File: src/rtl/cfg_write_arbiter.sv
// Configuration register file with a shared write port: two requesters are
// arbitrated round-robin, and writes to addresses above MAX_ADDR are rejected and counted.
module cfg_write_arbiter #(
  parameter int DATA_W   = 8,
  parameter int ADDR_W   = 7,
  parameter int MAX_ADDR = 4
) (
  input  logic              clk,
  input  logic              rst,
  input  logic              a_valid,
  input  logic [ADDR_W-1:0] a_addr,
  input  logic [DATA_W-1:0] a_data,
  output logic              a_ready,
  input  logic              b_valid,
  input  logic [ADDR_W-1:0] b_addr,
  input  logic [DATA_W-1:0] b_data,
  output logic              b_ready,
  output logic              wr_ack,
  output logic              wr_err,
  output logic              wr_src,
  output logic [7:0]        err_count,
  output logic [DATA_W-1:0] data0,
  output logic [DATA_W-1:0] data1,
  output logic [DATA_W-1:0] data2,
  output logic [DATA_W-1:0] data3,
  output logic [DATA_W-1:0] data4
);

  localparam int NUM_REGS = 5;

  typedef enum logic {ARB, COMMIT} state_t;

  state_t            state_q, state_d;
  logic              ptr_q, ptr_d;
  logic [ADDR_W-1:0] hold_addr_q, hold_addr_d;
  logic [DATA_W-1:0] hold_data_q, hold_data_d;
  logic              hold_src_q, hold_src_d;
  logic [DATA_W-1:0] regs_q [NUM_REGS];
  logic [DATA_W-1:0] regs_d [NUM_REGS];
  logic              wr_ack_q, wr_ack_d;
  logic              wr_err_q, wr_err_d;
  logic              wr_src_q, wr_src_d;
  logic [7:0]        err_count_q, err_count_d;
  logic              grant_a, grant_b;
  logic              addr_ok;

  // ptr_q names the requester that wins a tie: 0 = A, 1 = B.
  always_comb begin
    state_d     = state_q;
    ptr_d       = ptr_q;
    hold_addr_d = hold_addr_q;
    hold_data_d = hold_data_q;
    hold_src_d  = hold_src_q;
    regs_d      = regs_q;
    wr_ack_d    = 1'b0;
    wr_err_d    = 1'b0;
    wr_src_d    = wr_src_q;
    err_count_d = err_count_q;
    grant_a     = 1'b0;
    grant_b     = 1'b0;
    addr_ok     = (hold_addr_q <= ADDR_W'(MAX_ADDR));

    case (state_q)
      ARB: begin
        grant_a = a_valid && (!b_valid || !ptr_q);
        grant_b = b_valid && (!a_valid || ptr_q);
        if (grant_a) begin
          hold_addr_d = a_addr;
          hold_data_d = a_data;
          hold_src_d  = 1'b0;
          state_d     = COMMIT;
        end else if (grant_b) begin
          hold_addr_d = b_addr;
          hold_data_d = b_data;
          hold_src_d  = 1'b1;
          state_d     = COMMIT;
        end
      end
      COMMIT: begin
        if (addr_ok) begin
          for (int i = 0; i < NUM_REGS; i++) begin
            if (hold_addr_q == ADDR_W'(i)) regs_d[i] = hold_data_q;
          end
          wr_ack_d = 1'b1;
        end else begin
          wr_err_d = 1'b1;
          if (err_count_q != 8'hFF) err_count_d = err_count_q + 8'd1;
        end
        wr_src_d = hold_src_q;
        ptr_d    = ~hold_src_q;
        state_d  = ARB;
      end
    endcase
  end

  always_ff @(posedge clk or posedge rst) begin
    if (rst) begin
      state_q     <= ARB;
      ptr_q       <= 1'b0;
      hold_addr_q <= '0;
      hold_data_q <= '0;
      hold_src_q  <= 1'b0;
      for (int i = 0; i < NUM_REGS; i++) regs_q[i] <= '0;
      wr_ack_q    <= 1'b0;
      wr_err_q    <= 1'b0;
      wr_src_q    <= 1'b0;
      err_count_q <= 8'h00;
    end else begin
      state_q     <= state_d;
      ptr_q       <= ptr_d;
      hold_addr_q <= hold_addr_d;
      hold_data_q <= hold_data_d;
      hold_src_q  <= hold_src_d;
      regs_q      <= regs_d;
      wr_ack_q    <= wr_ack_d;
      wr_err_q    <= wr_err_d;
      wr_src_q    <= wr_src_d;
      err_count_q <= err_count_d;
    end
  end

  // Readies are forced low during reset even though valids may be asserted.
  assign a_ready   = grant_a && !rst;
  assign b_ready   = grant_b && !rst;
  assign wr_ack    = wr_ack_q;
  assign wr_err    = wr_err_q;
  assign wr_src    = wr_src_q;
  assign err_count = err_count_q;
  assign data0     = regs_q[0];
  assign data1     = regs_q[1];
  assign data2     = regs_q[2];
  assign data3     = regs_q[3];
  assign data4     = regs_q[4];

endmodule

File: config.mk
export PLATFORM = sky130hd
export DESIGN_NAME = cfg_write_arbiter
export DESIGN_NICKNAME = d
export VERILOG_FILES = /design/src/rtl/cfg_write_arbiter.sv
export SDC_FILE = /design/constraint.sdc
export NUM_CORES = 1
export LEC_CHECK = 0
export BUFFER_PORTS_ARGS = -buffer_cell sky130_fd_sc_hd__buf_2
export CAP_MARGIN = 20
export CORE_MARGIN = 5
export CORE_UTILIZATION = 54
export DETAILED_ROUTE_END_ITERATION = 16
export GPL_TIMING_DRIVEN = 0
export HOLD_SLACK_MARGIN = 0.1
export PLACE_DENSITY = 0.91
export SLEW_MARGIN = 0
export SYNTH_ARGS = -nofsm -noshare
export SYNTH_HDL_FRONTEND = slang
export SYNTH_SLANG_ARGS = --single-unit
File: constraint.sdc
create_clock -name clk -period 5.4 [get_ports clk]
set_input_delay 0 -clock clk [delete_from_list [all_inputs] [get_ports clk]]
set_output_delay 0 -clock clk [all_outputs]
set_load 0.1 [all_outputs]
# Word level (Yosys, flattened, before mapping)

Cells that the tools add are included.

Add/subtract/negate cells: 1
Magnitude comparators: 1
Equality and inequality tests: 5
Multiplexer cells: 15
Bitwise logic cells: 3
Reduce and logical (&&, ||, !) cells: 19

Operators by type and width:

| kind                | count |
|---|---|
| $reduce_and 3->1    | 6 |
| $mux 8              | 2 |
| $eq 7x2->1 const B  | 2 |
| $mux 7              | 2 |
| $mux 1              | 10 |
| $add 8x1->8 const B | 1 |
| $ne 8x8->1 const B  | 1 |
| $eq 7x1->1 const B  | 1 |
| $eq 7x3->1 const B  | 1 |
| $le 7x3->1 const B  | 1 |
| $logic_not 7->1     | 1 |
| $logic_and 1x1->1   | 4 |
| $logic_not 1->1     | 4 |
| $not 1->1           | 3 |
| $logic_or 1x1->1    | 2 |
| $pmux 1 s2          | 1 |
| $reduce_and 2->1    | 1 |
| $reduce_bool 2->1   | 1 |

Register bits after elaboration: 69
Bits of input ports: 34
Output and inout port bits: 53
Logic and storage cells: 58

# Depth between registers and ports, before layout

Gate-level depths: netlist (run 1).

Depth after elaboration: 6
Depth in mapped cells: 5
Mapped depth without buffers: 4

# Worst setup path before layout (run 1)

OpenSTA, ideal clock, no wires.

Path type: in2out
Start point: input port rst
End point: output port b_ready
Data arrival time: 2.467 ns
Data required time: 5.400 ns
Setup slack: 2.933 ns
Stages on the path: 2
Buffers on the path: 0
Path through: inv_1 o2111a_1

Word-level cells in the longest chain between the ends: 2

RTL lines:

| element           | line | source |
|---|---|---|
| from (decl)       | 9    | `input logic rst,` |
| $logic_not 1->1   | 124  | `assign b_ready = grant_b && !rst;` |
| $logic_and 1x1->1 | 124  |  |
| to (decl)         | 17   | `output logic b_ready,` |

Every way passes these cells.

# Worst setup path in the final report (run 1)

Start point: register ptr_q
End point: register hold_data_q[1]

Word-level cells in the longest chain between the ends: 5
Elaborated cells between the ends (all ways): 8
Those cells by class: mux (1); reduce/logical (7)

RTL lines:

| element                            | line | source |
|---|---|---|
| from (decl)                        | 34   | `logic ptr_q, ptr_d;` |
| from (signal assigned)             | 110  | `ptr_q <= ptr_d;` |
| $logic_not 1->1                    | 65   | `grant_a = a_valid && (!b_valid \|\| !ptr_q);` |
| $logic_or 1x1->1                   | 65   |  |
| $logic_and 1x1->1                  | 65   |  |
| $reduce_bool 2->1 (no source line) | -    |  |
| $reduce_and 2->1 (no source line)  | -    |  |
| to (signal assigned)               | 112  | `hold_data_q <= hold_data_d;` |
| to (decl)                          | 36   | `logic [DATA_W-1:0] hold_data_q, hold_data_d;` |

Parallel ways exist; a longest one is shown, timed or not.
A chain may end at the register's enable or synchronous reset.

==> results of run 1 <==
area by class of cell:
| type | instances | area (um2) |
|---|---|---|
| Tap cell | 70 | 87.6 |
| Inverter | 4 | 15.0 |
| Clock inverter | 5 | 50.0 |
| Clock buffer | 11 | 141 |
| Fill cell | 327 | 1220 |
| Multi-Input combinational cell | 129 | 1070 |
| Timing Repair Buffer | 119 | 771 |
| Sequential cell | 69 | 1730 |
| Buffer | 5 | 23.8 |
kinds of logic after synthesis:
kind of cell / count (synthesis)
xor gates and xnor gates: 5
adders and majority gates: 1
buffers and inverters: 9
AOI/OAI and AO/OA: 27
DFF: 69
muxes: 57
and+or+nand+nor: 39
cell usage after synthesis:
library cell / number
xor2_1: 1
nor3b_2: 1
ha_1: 1
a21oi_1: 4
buf_2: 1
nand3b_2: 2
and4_1: 2
xnor2_1: 4
clkbuf_1: 3
buf_4: 1
dfrtp_1: 69
inv_1: 4
nor2_1: 2
o2111a_1: 1
nor2b_1: 1
a41oi_1: 1
nand3_1: 3
mux2_2: 42
nand4_1: 3
a31oi_1: 2
mux2i_1: 15
o21ai_0: 17
nand2_1: 16
a21oi_2: 2
nor4_4: 1
and3_1: 6
and4b_1: 1
and2_1: 1
flip-flops by register name, indices dropped and copies added (netlist names):
| signal | cells |
|---|---|
| data2 | 8 |
| data4 | 8 |
| hold_data_q | 8 |
| ptr_q | 1 |
| wr_src | 1 |
| data1 | 8 |
| hold_addr_q | 7 |
| wr_err | 1 |
| hold_src_q | 1 |
| data3 | 8 |
| data0 | 8 |
| err_count | 8 |
| state_q | 1 |
| wr_ack | 1 |
stage by stage:
step	utilization, %	cells
final	76.1	412
after global routing	76.1	412
after CTS	76.1	412
after detailed placement	66.0	364
after global placement	65.7	363
after floorplan	-	207
worst max path at each step:
stage / startpoint / endpoint / slack [ns] / depth (start not counted)
3_3_place_gp: rst / b_ready / 2.61 / 4
2_1_floorplan: rst / b_ready / 2.93 / 2
4_1_cts: ptr_q / hold_data_q[7] / 2.99 / 5
6_report: ptr_q / hold_data_q[1] / 2.95 / 5
5_1_grt: ptr_q / hold_data_q[1] / 2.84 / 5
3_5_place_dp: hold_addr_q[6] / data0[1] / 3.34 / 4
critical path: stages, from the launching register on:
cell	delay (ns)
dfrtp_1	0.41
a21oi_2	0.55
buf_2	0.41
mux2i_1	0.26
dlygate4sd3_1	0.57
o21ai_0	0.09
routing by layer:
metal  vias to the layer above  track usage (%)  part of all wire (%)
met3                        17             4.01                   4.4
li1                       1013                -                     -
met4                         0             10.6                   2.1
met2                        78             38.1                    54
met5                         -                0                     0
met1                      1088             26.9                    39
cells in the final DEF, fill, tap and decap left out, types with 3 or more instances in the layout:
master	n
clkbuf_8	10
dlygate4sd3_1	32
o21ai_0	17
clkbuf_1	4
clkinv_2	4
and3_1	6
buf_2	87
a21oi_1	4
mux2i_1	15
mux2_2	42
nand3_1	3
dfrtp_1	69
nand2_1	16
xnor2_1	4
inv_1	3
nand4_1	3
==> impl_metrics.tcl, run 1 <==
set metrics [dict create \
    outcome "finished, final reports clean" \
    whs_endpoint "hold_addr_q[1]" \
    synth_compound_area_share_pct 5.47 \
    yosysTopAreaCell "dfrtp_1" \
    grt_pass1_wl_um 11000 \
    worst-setup-path-type "reg -> reg" \
    synthXorXnorAreaFrac_pct 1.54 \
    min-delay-start "a_valid" \
    start_util_pct 55.5 \
    dr.pass1.iters 4 \
    antennaDiodeCount 0 \
    dieArea_um2 6800 \
    wl_per_cell_um 16.5 \
    hold_path.class "in -> reg" \
    rsz0062_at_grt "no" \
    dpl_cell_area_um2 3370 \
    portBuffers 86 \
    cts.hold.buffers_added 32 \
    muxShareOfSynthArea_pct 22.0 \
    avgSynthCellArea_um2 13.7 \
    fmax_mhz 408 \
    clock_skew_ns 0.00657 \
    finalWorstSetupSlack_ns 2.95 \
    crit_arrival_ns 2.63 \
    cts_resized 0 \
    drv_slew 0 \
    ys_warn_count 0 \
    first_global_vias 2285 \
    rows 26 \
    netlist_top_cells_area "dfrtp_1 (61%), mux2_2 (17%), mux2i_1 (5.3%), o21ai_0 (3.0%), nand2_1 (2.1%)" \
    ys_seq_area_share_pct 60.9 \
    drc 0 \
    cts_root_buffer "clkbuf_8" \
    clockBufferDepth 2 \
    cts_buffers 9 \
    synth_seq_cells 69 \
    dieHeight_um 82.5 \
    max_cap_viol_count 0 \
    drt-initial-drc-count 175 \
    whs_ns 0.158 \
    cts_tree "done" \
    netlist_area_um2 2840 \
    via_per_inst 5.33 \
    num_vias 2196 \
    boundaryPins 87 \
    yosys.area_share.adder_pct 0.441 \
    grt_overflow 0 \
    tns_ns 0 \
    clock_sinks 69 \
    die_w_um 82.5 \
    ys_types 28 \
    min_period_ns 2.45 \
    hold_viol_final 0 \
    syn_nets 242 \
    drive_above_1_share_pct 44.7 \
    synth_top_family_by_area "multiplexers" \
    fin_crit_sh_pct 45.4 \
    antenna_left 0 \
    endpoint_kind "register" \
    hold_depth 3 \
    r2r_start "ptr_q" \
    track_usage_pct 22.2 \
    grt_max_degree 47 \
    r2r_end "hold_data_q[1]" \
    synth-simple-area-share_pct 8.30 \
    core_area_um2 5110 \
    setup_violations 0 \
    routed_wl_um 6810 \
    crit_fanout 10 \
    crit_required_ns 5.58 \
    antenna_found_initial 0 \
    syn_inst 207 \
    reg2regPathDepth 5 \
    synth_top_area_share_pct 60.9 \
    cp-start-kind "register" \
    clock_latency_ns 0.33 \
    max_slew_margin_pct 56.6 \
    r2r_slack_ns 2.95 \
    fin_area_um2 3880 \
    post_cts_buffers 0 \
    area_growth_pct 37.0 \
    dp.final_hpwl_um 4470 \
    tightest_slew_ns 0.652 \
    dp_slack_ns 3.34 \
    h-tree-depth 3 \
    cts.clk_slew.worst_paths_ns 0.07 \
    place_congestion 0.866 \
    final_nets 372 \
]
Power of run 1 is left out: the tool's default activity adds up to more than one toggle a clock period on the data nets, which glitch-free logic cannot reach.
==> run 2: changes to the inputs <==
--- a/config.mk
+++ b/config.mk
@@ -5,14 +5,15 @@
 export SDC_FILE = /design/constraint.sdc
 export NUM_CORES = 1
 export LEC_CHECK = 0
+export ABC_AREA = 1
 export BUFFER_PORTS_ARGS = -buffer_cell sky130_fd_sc_hd__buf_2
 export CAP_MARGIN = 20
 export CORE_MARGIN = 5
-export CORE_UTILIZATION = 54
+export CORE_UTILIZATION = 52
 export DETAILED_ROUTE_END_ITERATION = 16
 export GPL_TIMING_DRIVEN = 0
 export HOLD_SLACK_MARGIN = 0.1
-export PLACE_DENSITY = 0.91
+export PLACE_DENSITY = 0.88
 export SLEW_MARGIN = 0
 export SYNTH_ARGS = -nofsm -noshare
 export SYNTH_HDL_FRONTEND = slang
==> constraint.sdc (replaced) <==
create_clock -name clk -period 2.5 [get_ports clk]
set_input_delay 0 -clock clk [delete_from_list [all_inputs] [get_ports clk]]
set_output_delay 0 -clock clk [all_outputs]
set_load 0.1 [all_outputs]
==> run 2 against run 1 <==
Utilization decreased by 4.6 points. Critical endpoint is now hold_addr_q[4]. Global-route usage decreased by 0.33 points. Critical path depth increased by 2. Count of clock-buffer cells in the layout unchanged.
==> impl_metrics.tcl, run 2 <==
set metrics [dict create \
    leakage_nw 2.21 \
    netlist_top_cells_area "dfrtp_1 (55%), nand2_1 (11%), o21ai_2 (5.0%), nor2_1 (4.1%), nand3_1 (3.8%)" \
    boundaryPins 87 \
    antenna_left 0 \
    crit_arrival_ns 2.22 \
    antennaDiodeCount 0 \
    r2r_end "hold_addr_q[4]" \
    grt_max_degree 43 \
    tns_ns 0 \
    postSynth.asyncResetShare_pct 100 \
    place_congestion 0.840 \
    avgSynthCellArea_um2 9.24 \
    yosysMostFrequentCell "nand2_1" \
    outcome "finished, final reports clean" \
    layout_commonest_cell "nand2_1" \
    whs_endpoint "state_q" \
    first_global_vias 2797 \
    rsz0062_at_grt "no" \
    crit_family "buffers and inverters" \
    max_cap_viol_count 0 \
    multi_input_area_um2 1190 \
    crit_chain "buf_4 > inv_4 > nand3_1 > nand2_2 > buf_2 > a31oi_1 > dlygate4sd3_1" \
    clock_latency_ns 0.35 \
    cts_root_buffer "clkbuf_8" \
    dr.pass1.iters 4 \
    start_util_pct 53.1 \
    track_usage_pct 21.9 \
    antenna_found_initial 0 \
    netlist_top_cells_count "nand2_1 (90), dfrtp_1 (69), nor2_1 (34)" \
    worst-setup-path-type "reg -> reg" \
    r2r_slack_ns 0.51 \
    synth_top_area_share_pct 55.3 \
    r2r_start "state_q" \
    dieArea_um2 7660 \
    finalPower_mw 4.98 \
    reg2regPathDepth 7 \
    synth_edf_count 0 \
    setup_violations 0 \
    rows 28 \
    syn_nets 373 \
    hold_viol_final 0 \
    num_vias 2814 \
    min_period_ns 1.99 \
    grt_overflow 0 \
    vdd_drop_max_mv 0.871 \
    netlist_area_um2 3120 \
    cts_resized 0 \
    cp_slowest_cell "dlygate4sd3_1" \
    min-delay-start "a_valid" \
    crit_buf_inv 4 \
    met2_usage_pct 36.4 \
    worst-path-stages 7 \
    ys_types 29 \
    final_nets 503 \
    cp-start-kind "register" \
    tightest_slew_ns 0.898 \
    endpoint_kind "register" \
    crit_required_ns 2.73 \
    dp.final_hpwl_um 5400 \
    hold_depth 4 \
    crit_fanout 10 \
    ys_warn_count 0 \
    via_per_inst 5.14 \
    busiest_layer "met2" \
    final_cell_mix "nand2_1 (90), buf_2 (88), dfrtp_1 (69)" \
    clock_sinks 69 \
    drt-initial-drc-count 220 \
    dieHeight_um 87.5 \
    core_area_um2 5890 \
    grt_pass1_wl_um 12800 \
    drive_above_1_share_pct 31.6 \
    clock_skew_ns 0.00719 \
    die_w_um 87.5 \
    synth_seq_cells 69 \
    drv_slew 0 \
    h-tree-depth 3 \
    ys_seq_area_share_pct 55.3 \
    cts_tree "done" \
    use_met3_pct 3.97 \
    yosysTopAreaCell "dfrtp_1" \
    nFillCells 447 \
    wl_per_cell_um 14.3 \
    whs_ns 0.307 \
    max_slew_margin_pct 40.1 \
    cts_buffers 9 \
    portBuffers 85 \
    area_growth_pct 34.7 \
    fmax_mhz 503 \
    cts.clk_slew.worst_paths_ns 0.07 \
    drc 0 \
    power_density_nw_per_um2 1180 \
    grt.met1_usage_pct 27.0 \
    clockBufferDepth 2 \
    post_cts_buffers 0 \
    cts.hold.buffers_added 33 \
    ys.flop_type "dfrtp_1" \
    fin_crit_sh_pct 79.5 \
    routed_wl_um 7830 \
    max_stage_delay_ns 0.58 \
    hold_path.class "in -> reg" \
    syn_inst 338 \
    final-seq-area_um2 1730 \
]
run 2: cell types whose count changed in the layout (fill, tap and decap cells not counted), moves of 7 or more:
| cell | delta |
|---|---|
| a31oi_1 | +13 |
| buf_6 | +7 |
| inv_1 | +18 |
| mux2_2 | -42 |
| mux2i_1 | -15 |
| nand2_1 | +74 |
| nand3_1 | +21 |
| nor2_1 | +32 |
| o21ai_0 | -14 |
| o21ai_1 | +14 |
| o21ai_2 | +18 |
run 2: layer usage:
layer	routed length, um	part of all wire (%)
met1	3300	42
met2	3910	50
met3	443	5.7
met4	186	2.4
met5	0	0
run 2: cells by family after synthesis:
kind of cell / count (synthesis) / synth area share [%]
AND/OR/NAND/NOR: 170 / 24.9
flip-flops: 69 / 55.3
buffers and inverters: 37 / 6.45
AO/OA/AOI/OAI: 60 / 12.7
XOR/XNOR: 1 / 0.280
adder cells (fa/ha/maj): 1 / 0.401
run 2: where the power goes:
group	switching, mW	total [mW]	internal [mW]	leakage, nW
clock network	0.411	0.993	0.582	0.105
registers	0.211	1.60	1.39	0.903
logic	1.77	2.38	0.608	1.20
total	2.40	4.98	2.58	2.21
run 2: tightest hold or removal path, delay by kind of cell:
| family | cells | cell delay, ns |
|---|---|---|
| simple gates | 2 | 0.25 |
| buf+inv | 2 | 0.34 |
run 2: area by class of cell:
type                    instances  area share, %
multi-input cells             232           28.4
repair buffers                119           18.4
inverters                      24           2.20
clock inverters                 4           1.73
plain buffers                  13           2.59
well taps                      75           2.23
clock buffers                  11           3.36
flip-flops and latches         69           41.0
run 2: stage by stage:
step	std cells	utilization [%]	cell area, um2	worst slack, ns
global route	547	71.5	4210	0.377
finish	547	71.5	4210	0.513
floorplan	338	-	3120	0.447
global placement	498	61.9	3640	0.00495
CTS	547	71.5	4210	0.562
detailed placement	499	62.2	3660	0.862
run 2: worst max path at each step:
stage,from,end,slack [ns]
4_1_cts,state_q,hold_addr_q[5],0.56
6_report,state_q,hold_addr_q[4],0.51
3_3_place_gp,rst,data1[1],0.005
2_1_floorplan,err_count[0],err_count[6],0.45
5_1_grt,ptr_q,hold_addr_q[4],0.38
3_5_place_dp,err_count[0],err_count[0],0.86
(Power assumes the default switching activity.)
